## src/rtl/ex_stage.sv

```systemverilog
// ex_stage: MIPS EX stage (ALU, branch target, EX/MEM register); iterative multiplier when EX_MUL_EN is defined
module ex_stage (
  input  logic        clock,
  input  logic        reset,
  input  logic [1:0]  wb_in,
  input  logic [2:0]  m_in,
  input  logic [1:0]  alu_op,
  input  logic        alu_src,
  input  logic        reg_dst,
  input  logic [31:0] pc_in,
  input  logic [31:0] read_data1_in,
  input  logic [31:0] read_data2_in,
  input  logic [31:0] imm_in,
  input  logic [4:0]  rt_in,
  input  logic [4:0]  rd_in,
  output logic [1:0]  wb_out,
  output logic [2:0]  m_out,
  output logic [31:0] branch_target,
  output logic        zero,
  output logic [31:0] alu_result,
  output logic [31:0] write_data,
  output logic [4:0]  dest_reg,
  output logic        stall_out
);
  logic [31:0] op_b, alu_res, bt;
  logic [4:0]  dest_sel;
  logic        start, busy, done;
  logic [31:0] mul_res, mul_bt, mul_wd;
  logic [1:0]  mul_wb;
  logic [2:0]  mul_m;
  logic [4:0]  mul_dest;
  always_comb begin
    op_b     = alu_src ? imm_in : read_data2_in;
    dest_sel = reg_dst ? rd_in : rt_in;
    bt       = pc_in + (imm_in << 2);
    alu_res  = '0;
    case (alu_op)
      2'b00: alu_res = read_data1_in + op_b;
      2'b01: alu_res = read_data1_in - op_b;
      2'b10:
        case (imm_in[5:0])
          6'h20:   alu_res = read_data1_in + op_b;
          6'h22:   alu_res = read_data1_in - op_b;
          6'h24:   alu_res = read_data1_in & op_b;
          6'h25:   alu_res = read_data1_in | op_b;
          6'h2a:   alu_res = {31'b0, $signed(read_data1_in) < $signed(op_b)};
          default: alu_res = '0;
        endcase
      default: alu_res = '0;
    endcase
  end
`ifdef EX_MUL_EN
  typedef enum logic {IDLE, BUSY} state_t;
  state_t      state, state_nx;
  logic [4:0]  cnt;
  logic [31:0] mul_a, mul_b, acc;
  logic        is_mul;
  always_comb begin
    is_mul   = alu_op == 2'b10 && imm_in[5:0] == 6'h18;
    busy     = state == BUSY;
    start    = !busy && is_mul;
    done     = busy && cnt == 5'd31;
    state_nx = start ? BUSY : (done ? IDLE : state);
    mul_res  = acc + (mul_b[0] ? mul_a : 32'd0);
  end
  always_ff @(posedge clock) begin
    if (reset) begin
      state <= IDLE;
      cnt   <= '0;
      acc   <= '0;
    end else begin
      state <= state_nx;
      if (start) begin
        mul_a    <= read_data1_in;
        mul_b    <= op_b;
        acc      <= '0;
        cnt      <= '0;
        mul_wb   <= wb_in;
        mul_m    <= m_in;
        mul_dest <= dest_sel;
        mul_bt   <= bt;
        mul_wd   <= read_data2_in;
      end else if (busy) begin
        acc   <= mul_res;
        mul_a <= mul_a << 1;
        mul_b <= mul_b >> 1;
        cnt   <= cnt + 5'd1;
      end
    end
  end
  assign stall_out = busy;
`else
  assign start     = 1'b0;
  assign busy      = 1'b0;
  assign done      = 1'b0;
  assign mul_res   = '0;
  assign mul_bt    = '0;
  assign mul_wd    = '0;
  assign mul_wb    = '0;
  assign mul_m     = '0;
  assign mul_dest  = '0;
  assign stall_out = 1'b0;
`endif
  // Capture edge and non-final multiply iterations emit a bubble downstream
  always_ff @(posedge clock) begin
    if (reset || start || (busy && !done)) begin
      wb_out        <= '0;
      m_out         <= '0;
      branch_target <= '0;
      zero          <= 1'b0;
      alu_result    <= '0;
      write_data    <= '0;
      dest_reg      <= '0;
    end else if (done) begin
      wb_out        <= mul_wb;
      m_out         <= mul_m;
      branch_target <= mul_bt;
      zero          <= mul_res == '0;
      alu_result    <= mul_res;
      write_data    <= mul_wd;
      dest_reg      <= mul_dest;
    end else begin
      wb_out        <= wb_in;
      m_out         <= m_in;
      branch_target <= bt;
      zero          <= alu_res == '0;
      alu_result    <= alu_res;
      write_data    <= read_data2_in;
      dest_reg      <= dest_sel;
    end
  end
endmodule

```

## config.mk

```make
export PLATFORM = sky130hd
export DESIGN_NAME = ex_stage
export DESIGN_NICKNAME = d
export VERILOG_FILES = /design/src/rtl/ex_stage.sv
export SDC_FILE = /design/constraint.sdc
export NUM_CORES = 1
export LEC_CHECK = 0
export ABC_AREA = 1
export CAP_MARGIN = 20
export CORE_MARGIN = 2
export CORE_UTILIZATION = 53
export DETAILED_ROUTE_END_ITERATION = 6
export GPL_ROUTABILITY_DRIVEN = 0
export PLACE_DENSITY_LB_ADDON = 0.3
export SETUP_SLACK_MARGIN = 0.1
export SYNTH_ARGS = -nofsm -noshare
export SYNTH_HDL_FRONTEND = slang
export SYNTH_SLANG_ARGS = --single-unit
```

## constraint.sdc

```tcl
create_clock -name clock -period 4.5 [get_ports clock]
set_input_delay 0.9 -clock clock [delete_from_list [all_inputs] [get_ports clock]]
set_output_delay 0.9 -clock clock [all_outputs]
set_load 0.005 [all_outputs]
```

==> results.py <==
metrics = {
    "layout": {
        "layout-drive-gt1-share": 0.0577,
        "antennaDiodeCount": 0,
        "finish.net_count": 2542,
        "area_growth_pct": 27.4,
        "final_cells": 2532,
        "fillers": 1949,
        "reg.largest.list": "alu_result x32, branch_target x32, write_data x32",
    },
    "floorplan": {
        "die-area_sq_um": 23300,
        "num_rows": 54,
        "core_area_sq_um": 21800,
        "ios": 257,
        "die_width_um": 153,
        "start_util": 0.538,
        "dieHeight_um": 153,
    },
    "run_status": {
        "status": "finished, violations left",
        "violations": "DRC",
    },
    "setup_path": {
        "critical_path_arrival_ns": 4.49,
        "cpPeakStageDelay_ns": 0.67,
        "required_ns": 4.81,
        "path_cells": "clkdlybuf4s50_1 > o21ai_0 > ha_1 > nor2_1 > nand2_1 > inv_1 > nand2_1 > nand2_1 > nand2_1 > nand2_2 > nand2_1 > nand2_1 > nand2_1 > nand3_1 > nand2_1 > a21oi_1 > nand2_1 > nor2_1 > nand3_1 > nor2_1",
        "start_kind": "primary input",
        "critPathBufInv": 2,
        "critPathKind": "primary input to register",
        "crit_top_cell": "nand2_1",
        "crit_cells": 20,
        "startpoint": "read_data2_in[7]",
        "crit_family": "simple AND/OR/NAND/NOR gates",
        "cp_max_fo": 8,
        "worstSetupEndpointType": "register",
        "cp_slowest_cell": "o21ai_0",
    },
    "placement": {
        "dp.cells": 2517,
        "dp.final_hpwl_um": 35400,
        "portBuffers": 255,
    },
    "sta": {
        "tightest_slew_ns": 0.950,
        "setup_violations": 0,
        "tns_ns": 0,
        "rsz0062_at_grt": "no",
        "hold_viol_final": 0,
        "fmax_mhz": 239,
        "relSlewSlack": 0.360,
        "fin_crit_sh": 0.930,
        "slew_violations": 0,
        "fin_crit_ns": 4.19,
    },
    "clock_tree": {
        "cts_tree": "done",
        "htreeDepth": 3,
        "cts_root_buffer": "clkbuf_16",
        "cts.sinks": 107,
        "clk_pin_slew_ns": 0.08,
        "cts_setup_buffers": 0,
        "cts_resized": 0,
        "clock_path_buffers": 2,
        "cts_buffers": 9,
        "postCtsHoldBufs": 0,
    },
    "pwr": {
        "p_clk_frac": 0.234,
        "vdd_drop_max_uv": 172,
        "power_leakage_nw": 7.93,
        "intPower_mw": 2.08,
        "sequentialPowerShare": 0.292,
        "combPwrFrac": 0.474,
        "switching_share": 0.420,
        "switchingPower_mw": 1.51,
        "p_total_mw": 3.59,
        "powerDensity_nw_per_um2": 241,
    },
    "synthesis": {
        "ys_types": 47,
        "synth_fp_nets": 2279,
        "async_flop_share": 0,
        "synth_area_sq_um": 11700,
        "synthTopCellsByArea": "dfxtp_1 18%, nand2_1 16%, ha_1 15%",
        "synth_top_area_share": 0.183,
        "ys_warn_count": 0,
        "synth_flop_cell": "dfxtp_1",
        "ys_seq_area_frac": 0.183,
        "synth.most_common_cell": "nand2_1",
        "synth_common_cells": "511 x nand2_1, 376 x inv_1, 204 x nor2_1, 171 x nand3_1, 142 x ha_1",
        "syn_inst": 1985,
        "synth-edff-count": 0,
        "synth.ff_latch_count": 107,
        "syn_area_per_cell_sq_um": 5.89,
        "synth_area_leader_cell": "dfxtp_1",
    },
    "global_route": {
        "grt_max_degree": 66,
        "grt-ovfl-total": 0,
        "antenna_found_initial": 0,
        "grt_pass1_wl_um": 67700,
        "grt_pass1_vias": 13500,
        "groute.usage.overall": 0.361,
    },
    "worst_hold_path": {
        "hp-start": "pc_in[1]",
        "min-delay-path-class": "primary input to register",
        "timing.hold.worst_path_depth": 3,
    },
    "routing": {
        "ant_nets": 0,
        "wl_um": 43500,
        "drc": 21,
        "vias_per_cell": 5.58,
        "avgRoutedWirePerCell_um": 17.2,
        "drtIter0Drc": 1738,
        "vias": 14100,
        "drtPass1Iterations": 7,
    },
    "flow_run": {
        "max_cap_violations": 0,
    },
}
## routing by layer
| metal | wire (um) | GRT usage |
|---|---|---|
| met2 | 19300 | 0.594 |
| met4 | 2050 | 0.162 |
| met3 | 6250 | 0.103 |
| met1 | 16000 | 0.438 |
| met5 | 0 | 0 |
## power by group through the flow
| stage | Sequential, mW | Clock (mW) | Combinational [mW] |
|---|---|---|---|
| final | 1.05 | 0.842 | 1.70 |
| after CTS | 1.05 | 0.842 | 1.64 |
| after global routing | 1.06 | 0.870 | 1.85 |
| after floorplan | 1.08 | 0 | 0.967 |
| after global placement | 1.07 | 0 | 1.60 |
| after detailed placement | 1.07 | 0 | 1.63 |
## layout make-up
class	instances	area, sq um	area share
multi-input cells	1439	7770	0.522
inverters	389	1460	0.0980
clock inverters	6	57.6	0.00386
flip-flops and latches	107	2140	0.144
clock buffers	9	225	0.0151
well taps	280	350	0.0235
repair buffers	302	2900	0.194
## worst paths after layout
path / end
worst max-delay path: zero
worst min-delay path: branch_target[1]
## per-stage QoR
| stage | hold WS (ns) | worst slack (ns) | util | instance area [sq um] |
|---|---|---|---|---|
| finish | 1.04 | 0.314 | 0.685 | 14900 |
| global route | 1.06 | 0.176 | 0.685 | 14900 |
| CTS | 1.04 | 0.506 | 0.685 | 14900 |
| detailed placement | 1.43 | 0.117 | 0.672 | 14600 |
| global placement | 1.42 | 0.200 | 0.672 | 14600 |
| floorplan | 1.01 | 1.00 | - | 11700 |
## tightest hold or removal path: cells and delay by family
family	cells	cell delay (ns)
simple gates	1	0.03
buf+inv	2	0.45
## cell usage in the layout (no fill, tap or decap), drive strengths merged, types with 2 or more instances in the layout
cell type      instances
clkdlybuf4s50        253
clkbuf                 9
clkinv                 3
and2                   2
ha                   142
nand4                 18
inv                  392
a21o                   4
xor2                   5
and3                   4
nor3                  21
nand3b                 7
o21bai                17
fa                     3
nor4                   6
buf                   49
o21a                   9
a21boi                 4
nor2                 219
nand2                527
o22ai                 14
or2                    5
a21oi                124
o211ai                 3
a31oi                  5
nand3                175
o21ai                120
dfxtp                107
## logic make-up (layout without fill, tap and decap cells)
| group | count (synthesis) | after routing | share of synthesized area |
|---|---|---|---|
| xor gates and xnor gates | 5 | 5 | 0.00374 |
| AOI/OAI and AO/OA | 304 | 304 | 0.146 |
| DFF | 107 | 107 | 0.183 |
| adders and majority gates | 145 | 145 | 0.157 |
| and+or+nand+nor | 984 | 984 | 0.358 |
| other | 1 | 1 | 0.000321 |
| buffers and inverters | 439 | 706 | 0.152 |
Power figures use the tool's default switching activity.
